### src/rtl/lcb_poll_scheduler.sv
// lcb_poll_scheduler
//   Runs one polling frame over NUM_LCB local commutator blocks: for each LCB
//   it sends a request byte to the UART transmitter, forwards the returning
//   byte strobes to the byte-unpacking combiner while the response window is
//   open, enforces the response length and a per-byte timeout, and flips the
//   ping-pong buffer bank when the last LCB has been served.
//
// Ports
//   clk_i             system clock
//   reset_ni          synchronous active-low reset
//   frame_sync_i      1-cycle pulse, starts a frame
//   tx_busy_i         UART transmitter busy (level)
//   tx_start_o        1-cycle pulse, loads tx_byte_o into the transmitter
//   tx_byte_o         request byte, RQ_CODE | lcb number
//   rx_valid_i        UART byte-received strobe (level, may last >1 cycle)
//   rx_valid_gated_o  rx_valid_i forwarded to the combiner while accepted
//   lcb_number_o      LCB currently addressed
//   bank_sel_o        frame buffer bank being written, toggles per frame
//   frame_done_o      1-cycle pulse at the end of a frame
//   busy_o            high from frame start until frame_done_o
//   timeout_err_o     1-cycle pulse when an LCB response times out
//   overrun_o         1-cycle pulse, frame_sync_i seen while busy
//   err_count_o       saturating count of timeouts since reset
//   state_o           current FSM state (debug)
//
// Transmit handshake: tx_busy_i acts as an inverted ready. A request is
// handed over in exactly the cycle where the FSM is in SEND and tx_busy_i is
// low; tx_start_o is high for that single cycle and tx_byte_o is valid in it
// and held afterwards until the next hand-over.
module lcb_poll_scheduler #(
   parameter int unsigned NUM_LCB      = 24,
   parameter int unsigned BYTES_PER_RQ = 15,
   parameter logic [7:0]  RQ_CODE      = 8'hA0,
   parameter int unsigned TIMEOUT      = 4095,
   parameter int unsigned TO_W         = 16
) (
   input  logic       clk_i,
   input  logic       reset_ni,
   input  logic       frame_sync_i,
   input  logic       tx_busy_i,
   output logic       tx_start_o,
   output logic [7:0] tx_byte_o,
   input  logic       rx_valid_i,
   output logic       rx_valid_gated_o,
   output logic [4:0] lcb_number_o,
   output logic       bank_sel_o,
   output logic       frame_done_o,
   output logic       busy_o,
   output logic       timeout_err_o,
   output logic       overrun_o,
   output logic [7:0] err_count_o,
   output logic [1:0] state_o
);

   typedef enum logic [1:0] {
      ST_IDLE = 2'd0,
      ST_SEND = 2'd1,
      ST_RECV = 2'd2,
      ST_NEXT = 2'd3
   } state_e;

   localparam int unsigned     BC_W       = $clog2(BYTES_PER_RQ + 1);
   localparam logic [BC_W-1:0] BYTES_LAST = BC_W'(BYTES_PER_RQ);
   localparam logic [4:0]      LCB_LAST   = 5'(NUM_LCB - 1);
   localparam logic [TO_W-1:0] TO_LIMIT   = TO_W'(TIMEOUT);

   state_e          state_q, state_d;
   logic [4:0]      lcb_q, lcb_d;
   logic            bank_q, bank_d;
   logic [BC_W-1:0] byte_cnt_q, byte_cnt_d;
   logic [TO_W-1:0] to_cnt_q, to_cnt_d;
   logic [7:0]      tx_byte_q, tx_byte_d;
   logic [7:0]      err_q, err_d;
   logic            rx_prev_q;
   logic            recv_en_q, recv_en_d;
   logic            frame_done_q, frame_done_d;
   logic            timeout_q, timeout_d;
   logic            overrun_q, overrun_d;

   logic            tx_fire;
   logic            rx_edge_acc;
   logic            timeout_hit;
   logic            last_lcb;
   logic [7:0]      req_byte;

   assign req_byte    = RQ_CODE | {3'b000, lcb_q};
   assign last_lcb    = (lcb_q == LCB_LAST);
   assign tx_fire     = (state_q == ST_SEND) && !tx_busy_i;
   // Only a rising edge of the strobe counts as a byte, and only while the
   // response window still has room.
   assign rx_edge_acc = (state_q == ST_RECV) && rx_valid_i && !rx_prev_q
                        && (byte_cnt_q < BYTES_LAST);
   // A byte arriving in the same cycle as the limit still wins.
   assign timeout_hit = (state_q == ST_RECV) && !rx_edge_acc && (to_cnt_q == TO_LIMIT);

   // ---------------- FSM: state register ----------------
   always_ff @(posedge clk_i) begin
      if (!reset_ni) begin
         state_q <= ST_IDLE;
      end else begin
         state_q <= state_d;
      end
   end

   // ---------------- FSM: next state ----------------
   always_comb begin
      state_d = state_q;
      unique case (state_q)
         ST_IDLE: if (frame_sync_i) state_d = ST_SEND;
         ST_SEND: if (!tx_busy_i)   state_d = ST_RECV;
         ST_RECV: begin
            if (rx_edge_acc) begin
               state_d = ST_RECV;
            end else if (timeout_hit) begin
               state_d = ST_NEXT;
            end else if ((byte_cnt_q == BYTES_LAST) && !rx_valid_i) begin
               // Leave only once the last strobe has fallen, so the combiner
               // sees it for its full length.
               state_d = ST_NEXT;
            end
         end
         ST_NEXT: state_d = last_lcb ? ST_IDLE : ST_SEND;
         default: state_d = ST_IDLE;
      endcase
   end

   // ---------------- FSM: outputs ----------------
   always_comb begin
      tx_start_o       = tx_fire;
      tx_byte_o        = tx_fire ? req_byte : tx_byte_q;
      busy_o           = (state_q != ST_IDLE);
      rx_valid_gated_o = rx_valid_i & recv_en_q;
      state_o          = state_q;
   end

   assign lcb_number_o  = lcb_q;
   assign bank_sel_o    = bank_q;
   assign frame_done_o  = frame_done_q;
   assign timeout_err_o = timeout_q;
   assign overrun_o     = overrun_q;
   assign err_count_o   = err_q;

   // ---------------- datapath next values ----------------
   always_comb begin
      lcb_d        = lcb_q;
      bank_d       = bank_q;
      byte_cnt_d   = byte_cnt_q;
      to_cnt_d     = to_cnt_q;
      tx_byte_d    = tx_byte_q;
      err_d        = err_q;
      frame_done_d = 1'b0;
      timeout_d    = 1'b0;
      overrun_d    = frame_sync_i && (state_q != ST_IDLE);

      if ((state_q == ST_IDLE) && frame_sync_i) begin
         lcb_d = 5'd0;
      end

      if (state_q == ST_NEXT) begin
         if (last_lcb) begin
            bank_d       = ~bank_q;
            frame_done_d = 1'b1;
         end else begin
            lcb_d = lcb_q + 5'd1;
         end
      end

      if (tx_fire) begin
         tx_byte_d  = req_byte;
         byte_cnt_d = '0;
         to_cnt_d   = '0;
      end

      if (state_q == ST_RECV) begin
         if (rx_edge_acc) begin
            byte_cnt_d = byte_cnt_q + BC_W'(1);
            to_cnt_d   = '0;
         end else if (timeout_hit) begin
            timeout_d = 1'b1;
            if (err_q != 8'hFF) err_d = err_q + 8'd1;
         end else begin
            to_cnt_d = to_cnt_q + TO_W'(1);
         end
      end

      // The window stays open after the last byte only for the tail of
      // that byte's strobe; a new edge needs a fall first, which closes it.
      recv_en_d = (state_d == ST_RECV) && ((byte_cnt_d < BYTES_LAST) || rx_valid_i);
   end

   // ---------------- datapath registers ----------------
   always_ff @(posedge clk_i) begin
      if (!reset_ni) begin
         lcb_q        <= '0;
         bank_q       <= 1'b0;
         byte_cnt_q   <= '0;
         to_cnt_q     <= '0;
         tx_byte_q    <= '0;
         err_q        <= '0;
         rx_prev_q    <= 1'b0;
         recv_en_q    <= 1'b0;
         frame_done_q <= 1'b0;
         timeout_q    <= 1'b0;
         overrun_q    <= 1'b0;
      end else begin
         lcb_q        <= lcb_d;
         bank_q       <= bank_d;
         byte_cnt_q   <= byte_cnt_d;
         to_cnt_q     <= to_cnt_d;
         tx_byte_q    <= tx_byte_d;
         err_q        <= err_d;
         rx_prev_q    <= rx_valid_i;
         recv_en_q    <= recv_en_d;
         frame_done_q <= frame_done_d;
         timeout_q    <= timeout_d;
         overrun_q    <= overrun_d;
      end
   end

endmodule

### config.mk
export PLATFORM = sky130hd
export DESIGN_NAME = lcb_poll_scheduler
export DESIGN_NICKNAME = d
export VERILOG_FILES = /design/src/rtl/lcb_poll_scheduler.sv
export SDC_FILE = /design/constraint.sdc
export NUM_CORES = 1
export LEC_CHECK = 0
export BUFFER_PORTS_ARGS = -buffer_cell sky130_fd_sc_hd__buf_4
export CAP_MARGIN = 20
export CORE_ASPECT_RATIO = 1.5
export CORE_UTILIZATION = 25
export DETAILED_ROUTE_END_ITERATION = 8
export PLACE_DENSITY = 0.5
export SYNTH_ARGS = -nofsm -noshare
export SYNTH_HDL_FRONTEND = slang
export SYNTH_SLANG_ARGS = --single-unit
### constraint.sdc
create_clock -name clk_i -period 4.1 [get_ports clk_i]
set_clock_uncertainty 0.2 [all_clocks]
set_input_delay 0.205 -clock clk_i [delete_from_list [all_inputs] [get_ports clk_i]]
set_output_delay 0.205 -clock clk_i [all_outputs]
set_load 0.005 [all_outputs]
== Word-level counts from Yosys, hierarchy flattened ==
Cells that the tools add are included.

* Flip-flop bits (word level): 49
* Latch bits: 0
* Memory bits (writable): 0
* ROM bits: 0
* Bits of input ports: 5
* Output and inout bits: 30
* Logic and storage cells: 72
* Memories: 0

* Add/subtract/negate cells: 4
* $mul: 0
* Divide/modulo/power cells: 0
* $lt $le $gt $ge: 2
* Equal/unequal tests: 8
* Shift-type cells: 0
* Muxes and demuxes: 20
* Bitwise gates (word level): 5
* Reductions and logical operators: 21

{| class="wikitable"
|+ Operator list
! cell !! number
|-
| two-way mux 16 bit || 4
|-
| adder 16 x 1 -> 16 bit (second input constant) || 1
|-
| equality test 16 x 12 -> 1 bit (second input constant) || 1
|-
| two-way mux 5 bit || 3
|-
| two-way mux 4 bit || 3
|-
| logical AND 1 bit || 10
|-
| two-way mux 2 bit || 5
|-
| adder 8 x 1 -> 8 bit (second input constant) || 1
|-
| less-than comparator 4 bit (second input constant) || 2
|-
| two-way mux 8 bit || 1
|-
| inequality test 8 bit (second input constant) || 1
|-
| one-hot mux 2 bit (4 select lines) || 1
|-
| equality test 2 bit (second input constant) || 3
|-
| adder 5 x 1 -> 5 bit (second input constant) || 1
|-
| equality test 5 bit (second input constant) || 1
|-
| adder 4 x 1 -> 4 bit (second input constant) || 1
|-
| equality test 4 bit (second input constant) || 1
|-
| logical NOT 1 bit || 4
|-
| NOT 1 bit || 4
|-
| AND reduction 2 bit || 2
|-
| AND reduction 4 bit || 1
|-
| two-way mux 1 bit || 3
|-
| OR reduction 3 bit || 1
|-
| equality test 2 x 1 -> 1 bit (second input constant) || 1
|-
| other kinds (4) || 4
|}

== Longest topological paths before layout ==
Gate-level depths: netlist (run 1).

* Word-level depth: 12
* Gate-level depth with buffers: 6
* Mapped depth without buffers: 5

== Worst setup path before layout (run 1) ==
OpenSTA, ideal clock, no wires.

* Path kind: register to register
* Start point: register byte_cnt_q[0]
* End point: register to_cnt_q[4]
* Library setup time: 0.122 ns
* Data arrival time: 1.689 ns
* Data required time: 3.778 ns
* Path slack: 2.089 ns
* Cell stages (with the launch flop): 7
* Buffers on the path: 1
* Clock period less this slack: 2.011 ns
* Path through: dfxtp_1 ha_1 and3_1 o21ai_2 clkbuf_1 a211oi_1 a311o_1

* Cells in the longest elaborated chain, start to end: 8

{| class="wikitable"
|+ Ends and longest elaborated chain
! element !! RTL line !! text
|-
| start: declaration || 70 || <nowiki>logic [BC_W-1:0] byte_cnt_q, byte_cnt_d;</nowiki>
|-
| start signal: assignment || 208 || <nowiki>byte_cnt_q <= byte_cnt_d;</nowiki>
|-
| less-than comparator 4 bit * || 92 || <nowiki>&& (byte_cnt_q < BYTES_LAST);</nowiki>
|-
| logical AND 1 bit * || 92 ||
|-
| logical NOT 1 bit || 94 || <nowiki>assign timeout_hit = (state_q == ST_RECV) && !rx_edge_acc && (to_cnt_q == TO_LIMIT);</nowiki>
|-
| logical AND 1 bit (2 in a row) || 94 ||
|-
| two-way mux 16 bit || 178 || <nowiki>end else if (timeout_hit) begin</nowiki>
|-
| two-way mux 16 bit * || 175 || <nowiki>if (rx_edge_acc) begin</nowiki>
|-
| two-way mux 16 bit * || 174 || <nowiki>if (state_q == ST_RECV) begin</nowiki>
|-
| end signal: assignment || 209 || <nowiki>to_cnt_q <= to_cnt_d;</nowiki>
|-
| end: declaration || 71 || <nowiki>logic [TO_W-1:0] to_cnt_q, to_cnt_d;</nowiki>
|}

Every way passes the cells marked *; elsewhere a longest branch is shown, timed or not.
A chain may end at the register's enable or synchronous reset.

== Worst setup path after layout (run 1) ==
* Start point: register to_cnt_q[0]
* End point: register err_q[5], in the netlist err_count_o[5]

* Cells in the longest elaborated chain, start to end: 3

{| class="wikitable"
|+ Ends and longest elaborated chain
! element !! RTL line !! text
|-
| equality test 16 x 12 -> 1 bit || 94 ||
|-
| logical AND 1 bit || 94 ||
|-
| AND reduction 4 bit (no line) || n/a ||
|-
| end signal: assignment || 211 || <nowiki>err_q <= err_d;</nowiki>
|-
| end: declaration || 73 || <nowiki>logic [7:0] err_q, err_d;</nowiki>
|}

Every way passes these cells.

==> results.md, run 1 <==
* Slowest cell on crit path: or4_1
* P_leak at 1.10 nW
* Total congestion overflow at 0
* # nets final at 335
* Synth Area per Inst at 8.42 µm²
* Number of setup buffers added after CTS at 0
* Post-detailed-route wirelength per cell at 15.7 µm
* Final setup fails at 0
* Vias in the first global route at 2159
* Syn_nets at 303
* Pwr per Cell Area at 346 mW/mm²
* Post-synthesis register bit count at 49
* Yosys warning total at 0
* Data required, critical path at 4130 ps
* NetSw at 0.238 mW
* Number of vias after detailed routing at 2355
* # Max-Cap Violations at 0
* Global routing usage on met1 at 14.6%
* Via density per instance at 5.33
* Width of the chip at 83.3 µm
* Cells after Synth at 294
* Area growth from synthesis to layout at 22.4%
* Type of element launching the critical path: register
* Post-layout min period at 2590 ps
* Buffer cell driving the clock tree root: clkbuf_16
* Placeable Area at 0.00963 mm²
* Ratio of cells with drive above 1 in the final layout at approximately 16%
* Cell area after synthesis at roughly 0.0025 mm²
* Ratio of final minimum period to clock period at around 63%
* Switching part of the total power at 22.7%
* Max FO, Critical Path at 13
* Min-Delay Path Depth at 2
* Number of DRC markers in iteration 0 at 121
* Sequential cell area fraction in the yosys report at 39.6%
* Last weighted congestion value of the routability-driven placer at approximately 0.79
* Std-Cell Rows at 44
* Tot GR Track Use at 13.8%
* Count of hold-fix buffers inserted at cts at 2
* Final count of pins violating max slew at 0
* Cell type with the highest aggregate area in the netlist: dfxtp_1
* Number of cell instances on the worst register-to-register path at 5
* Setup crit end kind: register
* Post-CTS clock slew at the launch and capture registers of the worst setup and hold paths at 70 ps
* Cells taking the most area after synthesis: dfxtp_1 40%, nand2_1 5.6%, a21oi_1 4.0%, and2_1 3.8%, nand3_1 2.8%
* Clock tree from TritonCTS: yes
* Count of nets left with antenna violations after detail routing at 0
* Setup repair after global routing missed its margin: no
* Aggregate negative setup slack at 0 ps
* Die Outline Area at 0.0103 mm²
* Initial antenna violation count at 0
* Internal Dissipation at a little over 0.8 mW
* Number of H-tree levels at 2
* Most instantiated library cell after synthesis: dfxtp_1
* Cts repair resizes at 0
* Port-buffer cells at 34
* Most frequent cells after synthesis: 49 x dfxtp_1, 37 x nand2_1, 20 x a21oi_1
* Worst slew margin relative to its limit at 46.9%
* Filler Cell Count at 1003
* Skew-Pair Late Insertion Delay at 290 ps
* Post-synth EDFFs at 0
* Cells traversed along the worst timing path: ha_1, and4_1, nand4_1, or4_1, a21oi_1
* Critical Path Max Stage Delay at about 670 ps
* Critical path type: reg -> reg
* Combinational group share of total power at 6.6%
* Post-Route Hold Slack at roughly 120 ps
* Most Crowded Layer GR: met2
* I/O pin cnt at 35
* Final Hold Fails at 0
* Number of antenna cells inserted at 0
* Count of unique library cells instantiated by Yosys at between 50 and 60
* Portion of total power attributed to the clock network at 47.0%
* CTS Sinks at 49
* Slew @ Worst Pin at roughly 800 ps
* DRC Markers at 0
* Arr. time, crit path at 2620 ps
* Flip-flop cell with the highest count after synthesis: dfxtp_1
* Register share of total power at between 40% and 50%
* Initial core utilization at about a quarter
* Overall die height at about 120 µm
* Pre-antenna DRT Iters at 4
* Peak VDD IR at 0.232 mV
* M2 GR Usage at 26.2%
* Run status: finished clean
* Global routing usage on met3 at 2.05%
* Class of the most critical hold timing path: in -> reg
* Number of buffers created by CTS at 5
* Routed wire length at 6930 µm
* Fraction of post-synthesis cell area in the top cell type by area at 39.6%
* Wire length of the first global-routing pass at 11100 µm
* Placed wire-length estimate after detailed placement at 4860 µm
* Maximum count of clock buffers along a single path at 2
* Largest net degree at the start of global routing at 33
* Maximum clock frequency at 0.387 GHz
* Share of flip-flops with an asynchronous set or reset at 0%
## routing by layer
metal	vias to the layer above	share of wire (%)
met5	-	0
met4	0	2.5
met3	10	2.7
met2	42	54
met1	1124	41
li1	1179	-
## registers in the layout (all words and copies together), names as in the netlist
name	count
bank_sel_o	1
timeout_err_o	1
state_o	2
recv_en_q	1
rx_prev_q	1
frame_done_o	1
err_count_o	8
to_cnt_q	16
overrun_o	1
lcb_number_o	5
tx_byte_q	8
byte_cnt_q	4
## power by group through the flow
stage	clock network [mW]	logic, mW	registers (mW)
finish	0.492	0.0687	0.487
floorplan	0	0.0392	0.496
CTS	0.509	0.0702	0.487
detailed placement	0	0.0684	0.498
global route	0.522	0.0767	0.487
global placement	0	0.0690	0.497
## path summary, 6_finish.rpt
check	from	to	slack [ps]
setup / recovery	to_cnt_q[0]$_SDFF_PN0_	err_count_o[5]$_SDFFE_PN0P_	1510
hold / removal	reset_ni	state_o[0]$_SDFF_PN0_	120
setup reg to reg	to_cnt_q[0]$_SDFF_PN0_	err_count_o[5]$_SDFFE_PN0P_	1510
hold reg to reg	tx_byte_q[6]$_SDFF_PN0_	tx_byte_q[6]$_SDFF_PN0_	280
## area by class of cell
class / count / area (µm²) / share of cell area, %
sequential: 49 / 981 / 32.4
multi-input combinational: 225 / 1420 / 46.7
inverter: 8 / 30.0 / 0.991
timing repair buffer: 37 / 283 / 9.33
tap: 115 / 144 / 4.75
clock inverter: 2 / 37.5 / 1.24
clock buffer: 6 / 139 / 4.58
## layout by cell type (no fill, tap or decap), drive strengths merged, types with 10 or more instances in the layout
master,instances
a21oi,20
nand2,37
buf,35
o21ai,14
nand4,10
nand3,14
nor2,14
and2,15
dfxtp,49
nor4,11
## worst max-delay path: cells and delay by family (launching register included)
family	cells	cell delay, ps
simple gates	3	1480
flops	1	430
fa+ha+maj	1	250
compound gates	1	150
## logic make-up after synthesis
logic type / count (synthesis) / synth area share (%)
AND/OR/NAND/NOR: 146 / 34.0
AO/OA/AOI/OAI: 68 / 18.5
flip-flops: 49 / 39.6
buffers and inverters: 20 / 3.18
multiplexers: 5 / 2.02
adder cells (fa/ha/maj): 4 / 2.02
XOR/XNOR: 2 / 0.708
## stage by stage
step	utilization (%)	cells	worst slack (ps)	power, mW	instance area, µm²
after global routing	31.5	442	1350	1.09	3030
after CTS	31.5	442	1530	1.07	3030
after floorplan	-	294	2090	0.536	2480
after detailed placement	29.4	432	1540	0.566	2830
after global placement	29.4	432	1570	0.566	2830
final	31.5	442	1510	1.05	3030
No activity file was read; power rests on OpenSTA's default activity.
==> run 2: changes to the inputs <==
--- a/config.mk
+++ b/config.mk
@@ -10,7 +10,7 @@
 export CORE_ASPECT_RATIO = 1.5
 export CORE_UTILIZATION = 25
 export DETAILED_ROUTE_END_ITERATION = 8
-export PLACE_DENSITY = 0.5
+export PLACE_DENSITY = 0.52
 export SYNTH_ARGS = -nofsm -noshare
 export SYNTH_HDL_FRONTEND = slang
 export SYNTH_SLANG_ARGS = --single-unit
==> constraint.sdc (replaced) <==
create_clock -name clk_i -period 2.1 [get_ports clk_i]
set_clock_uncertainty 0.2 [all_clocks]
set_input_delay 0.105 -clock clk_i [delete_from_list [all_inputs] [get_ports clk_i]]
set_output_delay 0.105 -clock clk_i [all_outputs]
set_load 0.005 [all_outputs]
==> results.md, run 2 (synthesized netlist as in run 1, its figures left out) <==
* Combinational group share of total power at 8.7%
* Portion of total power attributed to the clock network at 42.8%
* NetSw at 0.490 mW
* Initial antenna violation count at 0
* Leading cell type in the layout, fill and taps excluded: buf_4
* Pwr per Cell Area at 585 mW/mm²
* DRC Markers at 0
* Number of buffers created by CTS at 5
* Last weighted congestion value of the routability-driven placer at 0.859
* Slowest cell on crit path: or4_1
* Largest net degree at the start of global routing at 22
* Vias in the first global route at 2415
* Count of nets left with antenna violations after detail routing at 0
* Min-Delay Path Depth at 4
* Register share of total power at 48.4%
* Dpl cell area at 0.00309 mm²
* Flop2flop setup slack at roughly 74 ps
* Number of vias after detailed routing at 2493
* Type of element launching the critical path: register
* Class of the most critical hold timing path: in -> reg
* Placed wire-length estimate after detailed placement at 5180 µm
* Switching part of the total power at 25.1%
* Arr. time, crit path at 2050 ps
* Critical path type: reg -> reg
* Run status: finished clean
* Utilization after layout at 34.7%
* Port-buffer cells at 34
* # nets final at 370
* Internal Dissipation at 1.46 mW
* I/O pin cnt at 35
* Tot GR Track Use at 14.4%
* Slew @ Worst Pin at 571 ps
* Critical Path Max Stage Delay at 460 ps
* Number of setup buffers added after CTS at 0
* Source of the worst hold timing path: tx_busy_i
* Maximum clock frequency at between 0.4 and 0.5 GHz
* Skew-Pair Late Insertion Delay at 290 ps
* Biggest register: to_cnt_q
* Initial core utilization at 25.7%
* Maximum count of clock buffers along a single path at 2
* Post-Route Hold Slack at between 20 and 25 ps
* Number of H-tree levels at 2
* Number of DRC markers in iteration 0 at between 70 and 80
* Area growth from synthesis to layout at 35.0%
* Post-CTS clock slew at the launch and capture registers of the worst setup and hold paths at 70 ps
* Via density per instance at around 5.2
* Die Outline Area at just over 0.01 mm²
* Placeable Area at 0.00963 mm²
* Final setup fails at 0
* Placement-stage worst setup slack at about 19 ps
* Number of antenna cells inserted at 0
* CTS Sinks at between 40 and 50
* Post-layout min period at 2030 ps
* Buffering stage count on the worst path with inverters included at 1
* Pre-antenna DRT Iters at 4
* RR Endpoint: err_count_o[5]$_SDFFE_PN0P_
* Routed wire length at 7090 µm
* Placed Cells incl. Taps at 465
* Filler Cell Count at 1020
* Critical R2R Launch: to_cnt_q[0]$_SDFF_PN0_
* Buffer cell driving the clock tree root: clkbuf_16
* Final Hold Fails at 0
* Clock tree from TritonCTS: yes
* Std-Cell Rows at 44
* Post-detailed-route wirelength per cell at 14.9 µm
* P_leak at 1.27 nW
* Data required, critical path at ~2100 ps
* Final non-filler cell area at roughly 0.0033 mm²
* Commonest non-fill, non-tap cells in the layout: 66 x buf_4, 42 x dfxtp_1, 37 x nand2_1
* Total congestion overflow at 0
* Overall die height at roughly 120 µm
* Fin worst setup slack at 73.9 ps
* Worst slew margin relative to its limit at approximately three fifths
* Cells traversed along the worst timing path: ha_1, and4_2, nand4_1, buf_6, or4_1, a21oi_1
* Max FO, Critical Path at 12
* # Max-Cap Violations at 0
* Hold Path Sink: recv_en_q$_SDFF_PN0_
* Peak VDD IR at approximately 0.43 mV
* Ratio of cells with drive above 1 in the final layout at 28.5%
* Wire length of the first global-routing pass at 11800 µm
* Final count of pins violating max slew at 0
* Width of the chip at 83.3 µm
* Ratio of final minimum period to clock period at a little over nine tenths
* Post-layout instance count excluding filler cells at 477
* Crit path max-delay family: simple AND/OR/NAND/NOR gates
* Setup crit end kind: register
* Number of cell instances on the worst register-to-register path at 6
* Max FFs per register at 16
[run 2: changes by cell type in the layout (fill, tap and decap cells not counted), sizes merged]
| cell | change |
|---|---|
| buf | +33 |
| bufinv | -1 |
| dlygate4sd3 | +2 |
| clkbuf | -1 |
| clkinvlp | +1 |
| inv | +1 |
[run 2: what timing repair did]
item	4_1_cts	5_1_grt
endpoints found under the setup margin	2	14
pin swaps	0	0
hold endpoints to repair	10	0
hold buffers	4	0
resized for setup	2	20
[run 2: power by group through the flow]
stage	Sequential, mW	Combinational (mW)	Clock, mW
detailed placement	0.969	0.163	0
CTS	0.947	0.170	0.866
global placement	0.969	0.164	0
global route	0.948	0.190	0.899
floorplan	0.969	0.0765	0
finish	0.946	0.171	0.837
[run 2: cell type report]
class	instances	area (µm²)	area share, %
well taps	115	144	4.31
clock buffers	5	125	3.74
repair buffers	72	567	17.0
inverters	8	30.0	0.899
flip-flops and latches	49	992	29.7
multi-input cells	225	1460	43.6
clock inverters	3	26.3	0.786
[run 2: worst max path at each step]
stage | startpoint | to | slack (ps) | depth (start not counted)
after detailed placement | to_cnt_q[0]$_SDFF_PN0_ | err_count_o[5]$_SDFFE_PN0P_ | 20 | 6
after global placement | byte_cnt_q[0]$_SDFF_PN0_ | recv_en_q$_SDFF_PN0_ | 40 | 5
after CTS | to_cnt_q[1]$_SDFF_PN0_ | err_count_o[5]$_SDFFE_PN0P_ | 30 | 6
after floorplan | byte_cnt_q[0]$_SDFF_PN0_ | to_cnt_q[4]$_SDFF_PN0_ | 90 | 6
after global routing | to_cnt_q[0]$_SDFF_PN0_ | err_count_o[0]$_SDFFE_PN0P_ | -10 | 6
final | to_cnt_q[0]$_SDFF_PN0_ | err_count_o[5]$_SDFFE_PN0P_ | 70 | 6
[run 2: stage by stage]
| stage | power, mW | setup TNS, ps |
|---|---|---|
| after floorplan | 1.05 | 0 |
| after global placement | 1.13 | 0 |
| after detailed placement | 1.13 | 0 |
| after CTS | 1.98 | 0 |
| after global routing | 2.04 | -20.8 |
| final | 1.95 | 0 |
[run 2: worst min-delay path, delay by kind of cell]
family	cells	cell delay, ps
AO/OA/AOI/OAI	2	220
AND/OR/NAND/NOR	1	60
buffers and inverters	1	80
[run 2: metal layers]
layer,vias to the layer above,GRT usage (%),part of all wire (%)
met5,-,0,0
met3,12,2.25,3.0
met2,48,27.7,54
met1,1190,15.7,41
met4,0,6.03,2.2
li1,1243,-,-
